<file path="config.mk">
export PLATFORM = sky130hd
export DESIGN_NAME = sd_spi_responder
export DESIGN_NICKNAME = d
export VERILOG_FILES = /design/src/rtl/sd_spi_responder.sv
export SDC_FILE = /design/constraint.sdc
export NUM_CORES = 1
export LEC_CHECK = 0
export CAP_MARGIN = 5
export CORE_MARGIN = 2
export CORE_UTILIZATION = 30
export CTS_BUF_LIST = sky130_fd_sc_hd__clkbuf_4 sky130_fd_sc_hd__clkbuf_8
export CTS_CLUSTER_DIAMETER = 30
export DETAILED_ROUTE_END_ITERATION = 10
export MAX_ROUTING_LAYER = met4
export PLACE_DENSITY_LB_ADDON = 0.15
export SYNTH_ARGS = -nofsm -noshare
export SYNTH_HDL_FRONTEND = slang
export SYNTH_SLANG_ARGS = --single-unit
export TNS_END_PERCENT = 1
</file>
<file path="constraint.sdc">
create_clock -name clk50_i -period 6.15 [get_ports clk50_i]
set_input_delay 1.23 -clock clk50_i [delete_from_list [all_inputs] [get_ports clk50_i]]
set_output_delay 1.23 -clock clk50_i [all_outputs]
set_load 0.05 [all_outputs]
</file>
<file path="src/rtl/sd_spi_responder.sv">
// sd_spi_responder: card end of an SD SPI-mode link. Oversamples SCLK/CS/MOSI
// in the CLK50 domain, decodes 48-bit command frames, models a minimal card
// initialisation (CMD0, CMD8, CMD55/ACMD41, CMD58) and shifts R1/R3/R7
// responses out on MISO after NCR_BYTES filler bytes.
// Build option: define SD_RESP_CRC_EN to check the CRC7 field of each command;
// a bad CRC still strobes CMD_STB but only returns R1 with the CRC-error bit.
//
// state | meaning
// HUNT  | waiting for a start bit (MOSI=0) on a byte boundary
// CMD   | shifting in the remaining 47 frame bits
// NCR   | MISO held high for NCR_BYTES filler bytes
// RESP  | shifting the response bytes out on falling SCLK edges
module sd_spi_responder #(
   parameter int unsigned INIT_POLLS = 2,
   parameter int unsigned NCR_BYTES  = 1,
   parameter logic [31:0] OCR        = 32'hC0FF8000
) (
   input  logic        clk50_i,
   input  logic        rst_i,
   input  logic        sclk_i,
   input  logic        cs_i,
   input  logic        mosi_i,
   output logic        miso_o,
   output logic        cmd_stb_o,
   output logic [5:0]  cmd_idx_o,
   output logic [31:0] cmd_arg_o,
   output logic        idle_o
);

   typedef enum logic [1:0] {HUNT, CMD, NCR, RESP} state_t;

   localparam logic [7:0] POLL_MAX = 8'(INIT_POLLS);
   localparam logic [3:0] NCR_N    = 4'(NCR_BYTES);

   logic [1:0]  sclk_sync_q, cs_sync_q, mosi_sync_q;
   logic        sclk_dly_q;
   logic [2:0]  bit_cnt_q;
   state_t      state_q;
   logic [46:0] sh_q;
   logic [5:0]  frm_cnt_q;
   logic [3:0]  ncr_cnt_q;
   logic [39:0] resp_q;
   logic [5:0]  rbits_q;
   logic        miso_q, cmd_stb_q, idle_q, app_q;
   logic [5:0]  cmd_idx_q;
   logic [31:0] cmd_arg_q;
   logic [7:0]  poll_q;

   logic        sclk_s, cs_s, mosi_s, rise_w, fall_w;
   logic [47:0] frame_w;
   logic [5:0]  idx_w;
   logic [31:0] arg_w;
   logic        crc_bad_w;
   logic        idle_d, app_d;
   logic [7:0]  poll_d, r1_d;
   logic [39:0] resp_d;
   logic [5:0]  rbits_d;

   assign sclk_s  = sclk_sync_q[1];
   assign cs_s    = cs_sync_q[1];
   assign mosi_s  = mosi_sync_q[1];
   assign rise_w  = sclk_s & ~sclk_dly_q;
   assign fall_w  = ~sclk_s & sclk_dly_q;
   assign frame_w = {sh_q, mosi_s};
   assign idx_w   = frame_w[45:40];
   assign arg_w   = frame_w[39:8];

`ifdef SD_RESP_CRC_EN
   function automatic logic [6:0] crc7(input logic [39:0] d);
      logic [6:0] c;
      logic       fb;
      c = '0;
      for (int i = 39; i >= 0; i--) begin
         fb = d[i] ^ c[6];
         c  = {c[5:0], 1'b0};
         if (fb) c = c ^ 7'h09;
      end
      return c;
   endfunction
   assign crc_bad_w = (crc7(frame_w[47:8]) != frame_w[7:1]);
   logic unused_ok;
   assign unused_ok = frame_w[47];
`else
   assign crc_bad_w = 1'b0;
   logic unused_ok;
   assign unused_ok = ^{frame_w[47], frame_w[7:1]};
`endif

   // Two-flop synchronisers plus one delayed SCLK copy for edge detection
   always_ff @(posedge clk50_i or posedge rst_i) begin
      if (rst_i) begin
         sclk_sync_q <= 2'b00;
         cs_sync_q   <= 2'b11;
         mosi_sync_q <= 2'b11;
         sclk_dly_q  <= 1'b0;
      end else begin
         sclk_sync_q <= {sclk_sync_q[0], sclk_i};
         cs_sync_q   <= {cs_sync_q[0], cs_i};
         mosi_sync_q <= {mosi_sync_q[0], mosi_i};
         sclk_dly_q  <= sclk_s;
      end
   end

   // Bit-within-byte counter; zero marks a byte boundary
   always_ff @(posedge clk50_i or posedge rst_i) begin
      if (rst_i)       bit_cnt_q <= 3'd0;
      else if (cs_s)   bit_cnt_q <= 3'd0;
      else if (rise_w) bit_cnt_q <= bit_cnt_q + 3'd1;
   end

   // Command decode and card model update for the frame completing this cycle
   always_comb begin
      idle_d  = idle_q;
      app_d   = 1'b0;
      poll_d  = poll_q;
      r1_d    = 8'h00;
      rbits_d = 6'd7;
      if (crc_bad_w) begin
         r1_d[3] = 1'b1;
      end else begin
         case (idx_w)
            6'd0: begin
               idle_d = 1'b1;
               poll_d = 8'd0;
            end
            6'd8:  rbits_d = 6'd39;
            6'd55: app_d = 1'b1;
            6'd41: begin
               if (!app_q)                 r1_d[2] = 1'b1;
               else if (poll_q < POLL_MAX) poll_d  = poll_q + 8'd1;
               else                        idle_d  = 1'b0;
            end
            6'd58:   rbits_d = 6'd39;
            default: r1_d[2] = 1'b1;
         endcase
      end
      r1_d[0] = idle_d;
      resp_d  = {r1_d, 32'h0};
      if (!crc_bad_w && idx_w == 6'd8)
         resp_d = {r1_d, 16'h0000, 4'h0, arg_w[11:8], arg_w[7:0]};
      if (!crc_bad_w && idx_w == 6'd58)
         resp_d = {r1_d, ~idle_d, OCR[30:0]};
   end

   // Frame/response FSM; CS high overrides everything and keeps card state
   always_ff @(posedge clk50_i or posedge rst_i) begin
      if (rst_i) begin
         state_q   <= HUNT;
         sh_q      <= '0;
         frm_cnt_q <= 6'd0;
         ncr_cnt_q <= 4'd0;
         resp_q    <= '0;
         rbits_q   <= 6'd0;
         miso_q    <= 1'b1;
         cmd_stb_q <= 1'b0;
         cmd_idx_q <= 6'd0;
         cmd_arg_q <= 32'd0;
         idle_q    <= 1'b1;
         app_q     <= 1'b0;
         poll_q    <= 8'd0;
      end else begin
         cmd_stb_q <= 1'b0;
         if (cs_s) begin
            state_q <= HUNT;
            miso_q  <= 1'b1;
         end else begin
            case (state_q)
               HUNT: if (rise_w && bit_cnt_q == 3'd0 && !mosi_s) begin
                  state_q   <= CMD;
                  sh_q      <= '0;
                  frm_cnt_q <= 6'd1;
               end
               CMD: if (rise_w) begin
                  sh_q <= frame_w[46:0];
                  if (frm_cnt_q == 6'd47) begin
                     if (frame_w[46] && frame_w[0]) begin
                        cmd_stb_q <= 1'b1;
                        cmd_idx_q <= idx_w;
                        cmd_arg_q <= arg_w;
                        idle_q    <= idle_d;
                        app_q     <= app_d;
                        poll_q    <= poll_d;
                        resp_q    <= resp_d;
                        rbits_q   <= rbits_d;
                        ncr_cnt_q <= 4'd0;
                        state_q   <= NCR;
                     end else begin
                        state_q <= HUNT;
                     end
                  end else begin
                     frm_cnt_q <= frm_cnt_q + 6'd1;
                  end
               end
               NCR: begin
                  if (rise_w && bit_cnt_q == 3'd7) begin
                     ncr_cnt_q <= ncr_cnt_q + 4'd1;
                  end else if (fall_w && bit_cnt_q == 3'd0 && ncr_cnt_q == NCR_N) begin
                     state_q <= RESP;
                     miso_q  <= resp_q[39];
                     resp_q  <= {resp_q[38:0], 1'b0};
                  end
               end
               RESP: if (fall_w) begin
                  if (rbits_q == 6'd0) begin
                     state_q <= HUNT;
                     miso_q  <= 1'b1;
                  end else begin
                     miso_q  <= resp_q[39];
                     resp_q  <= {resp_q[38:0], 1'b0};
                     rbits_q <= rbits_q - 6'd1;
                  end
               end
               default: state_q <= HUNT;
            endcase
         end
      end
   end

   assign miso_o    = miso_q;
   assign cmd_stb_o = cmd_stb_q;
   assign cmd_idx_o = cmd_idx_q;
   assign cmd_arg_o = cmd_arg_q;
   assign idle_o    = idle_q;

endmodule

</file>
==> flow_summary.yaml <==
global_route:
  grt_pass1_wl_um: 26200
  grt_max_degree: 104
  grt-ovfl-total: 0
  grtUsageMet1_pct: 17.3
  grt_use_met2_pct: 19.3
  grt_usage_pct: 13.0
  antenna_found_initial: 0
  use_met3_pct: 2.99
  grt_pass1_vias: 5163
  gr-max-usage-layer: "met2"
route:
  num_vias: 5182
  drt_iter0_drc: 281
  wl_um: 15100
  drt-pass1-iter-count: 4
  viasPerCell: 4.66
  wl_per_cell_um: 13.5
  drc: 0
  postRouteAntennaNets: 0
floorplanning:
  dieWidth_um: 160
  core_area_um2: 24100
  num_rows: 57
  die_y_um: 160
  io_pins: 46
  dieArea_um2: 25500
  start_util_pct: 30.2
power_and_ir_drop:
  power.density_nw_per_um2: 238
  leakage_nw: 3.71
  p_total_mw: 2.00
  vdd_drop_max_uv: 117
timing:
  tightest_slew_ns: 1.10
  min_period_ns: 3.61
  fmax_ghz: 0.277
  hold_viol_final: 0
  setup_tns_ns: 0
  maxSlewHeadroom_pct: 26.5
  slew_viol_final: 0
  clock_skew_ns: 0.0185
  setup_viol: 0
  rsz0062_at_grt: "false"
  finalCritPeriodShare_pct: 58.7
synthesis:
  ys_seq_area_share_pct: 56.5
  synth_fa_ha_area_share_pct: 1.55
  yosysWarningCount: 0
  syn_inst: 752
  synth.distinct_cells: 61
  synth_top_family_by_area: "simple AND/OR/NAND/NOR gates"
  avgSynthCellArea_um2: 9.68
  synth_top_cell_by_area: "dfrtp_1"
  synth.most_common_cell: "nand2_1"
  syn_area_um2: 7280
  synth_compound_gate_area_share_pct: 12.1
  synth.area.top_cells: "dfrtp_1 (54%), nand2_1 (13%), o21ai_0 (4.9%)"
  synth_edf_count: 0
  ys_ff_latch: 164
  ys.flop_type: "dfrtp_1"
  synth_common_cells: "nand2_1 (243), dfrtp_1 (158), o21ai_0 (71), clkbuf_1 (30), inv_1 (25)"
  synth_top_area_share_pct: 54.3
  synth_async_sr_flop_share_pct: 100
  synth-xor-area-share_pct: 0.120
  syn_nets: 766
  synthSimpleGateAreaFrac_pct: 20.3
  synth_mux_area_share_pct: 4.93
setup_path:
  worstPathArrival_ns: 3.95
  cp_top_family: "simple AND/OR/NAND/NOR gates"
  critPathMaxFanout: 35
  cp-start-kind: "register"
  cp-end-kind: "register"
  cp_data_required_time_ns: 6.49
  cp_slowest_stage_delay_ns: 0.78
  cpMostUsedCell: "buf_4"
  criticalPathCategory: "reg2reg"
  crit_chain: "buf_4 > and2_0 > a31oi_4 > nand2_1 > nor2_2 > buf_4 > mux2_2"
  cp_num_buf_inv: 2
  cp_slowest_cell: "nor2_2"
clocking:
  cts_setup_buffers: 0
  clk_pin_slew_ns: 0.10
  cts-htree-levels: 4
  cts-hold-fix-buffers: 0
  clock_sinks: 164
  clkLatencyLatePin_ns: 0.46
  cts_made_buffers: 17
  cts_root_buffer: "clkbuf_8"
  clockBufferDepth: 2
  post_cts_resized: 0
  cts_tree: "built"
final_layout:
  nNetsFinal: 789
  antenna_cells: 0
  syn2layout_area_growth_pct: 15.4
  drive_above_1_share_pct: 7.61
  final_area_um2: 8400
  n_fill_cell: 2491
run:
  maxCapViolations: 0
place:
  dpl_cell_area_um2: 7970
  gp_congestion: 0.769
  io_buffer_count: 45
  hpwl_um: 9740
min_path:
  worstHoldPathType: "reg2reg"
status:
  outcome: "finished clean"
==> layout by cell type (no fill, tap or decap), types with 2 or more instances in the layout <==
cell type / n
a21oi_1: 22
a22o_1: 16
and2_1: 8
and3_1: 4
and4b_1: 2
buf_4: 8
bufinv_16: 3
clkbuf_8: 17
clkdlybuf4s50_1: 45
clkinv_4: 2
clkinvlp_4: 2
dfrtp_1: 158
dfstp_2: 6
ha_1: 9
inv_1: 24
inv_6: 6
inv_8: 2
mux2_1: 14
mux2i_1: 19
nand2_1: 243
nand2_2: 2
nand2b_1: 6
nand3_1: 16
nand4_1: 3
nand4b_1: 2
nor2_1: 12
nor2b_1: 2
nor3_1: 6
o211ai_1: 3
o21ai_0: 71
o21bai_1: 3
o22ai_1: 4
o31ai_1: 8
o41ai_1: 5
or3_1: 2
or4_1: 3
==> layer usage <==
layer  part of all wire (%)  routed length, um  vias up
met5                      0                  0        -
met4                    1.9                290        0
met3                    2.8                426       23
met2                     45               6820       74
met1                     50               7520     2507
li1                       -                  -     2578
==> where the power goes <==
part           total, mW  internal [mW]  switching [mW]  leakage (nW)
Clock              0.848          0.414           0.434         0.212
Combinational     0.0543         0.0125          0.0418          1.24
Sequential          1.09           1.08         0.00899          2.26
==> state kept, by name, indices dropped and copies added, names as in the netlist, 4 cells and up <==
signal and count:
cmd_arg_o 32, ncr_cnt_q 4, rbits_q 6, sh_q 46, frm_cnt_q 6, resp_q 40, poll_q 8, cmd_idx_o 6
==> cells by family after synthesis <==
kind of cell	Yosys count
buffers and inverters	74
multiplexers	34
AO/OA/AOI/OAI	143
AND/OR/NAND/NOR	327
adder cells (fa/ha/maj)	9
flip-flops	164
XOR/XNOR	1
==> final timing paths <==
path	startpoint	endpoint	slack (ns)	cells past startpoint
setup / recovery	state_q[1]	resp_q[31]	2.54	7
min in group asynchronous	rst_i	cmd_arg_o[6]	1.11	2
setup reg to reg	state_q[1]	resp_q[31]	2.54	7
hold reg to reg	cs_sync_q[0]	cs_sync_q[1]	0.36	0
max in group asynchronous	rst_i	ncr_cnt_q[3]	3.75	3
hold / removal	cs_sync_q[0]	cs_sync_q[1]	0.36	0
==> per-stage QoR <==
stage          instances  hold WS (ns)  utilization (%)  setup slack (ns)
2_1_floorplan        752         0.331                -             0.497
3_3_place_gp        1080         0.337             33.1              2.73
3_5_place_dp        1080         0.342             33.1              2.58
4_1_cts             1112         0.361             34.9              2.54
5_1_grt             1112         0.364             34.9              2.30
6_report            1112         0.360             34.9              2.54
==> area by class of cell <==
type,count,area (um2),area share (%)
Clock buffer,17,234,2.78
Clock inverter,15,194,2.31
Inverter,25,98.8,1.18
Multi-Input combinational cell,514,2850,33.9
Sequential cell,164,4110,48.9
Tap cell,324,405,4.83
Timing Repair Buffer,53,510,6.08
Power figures use the tool's default switching activity.
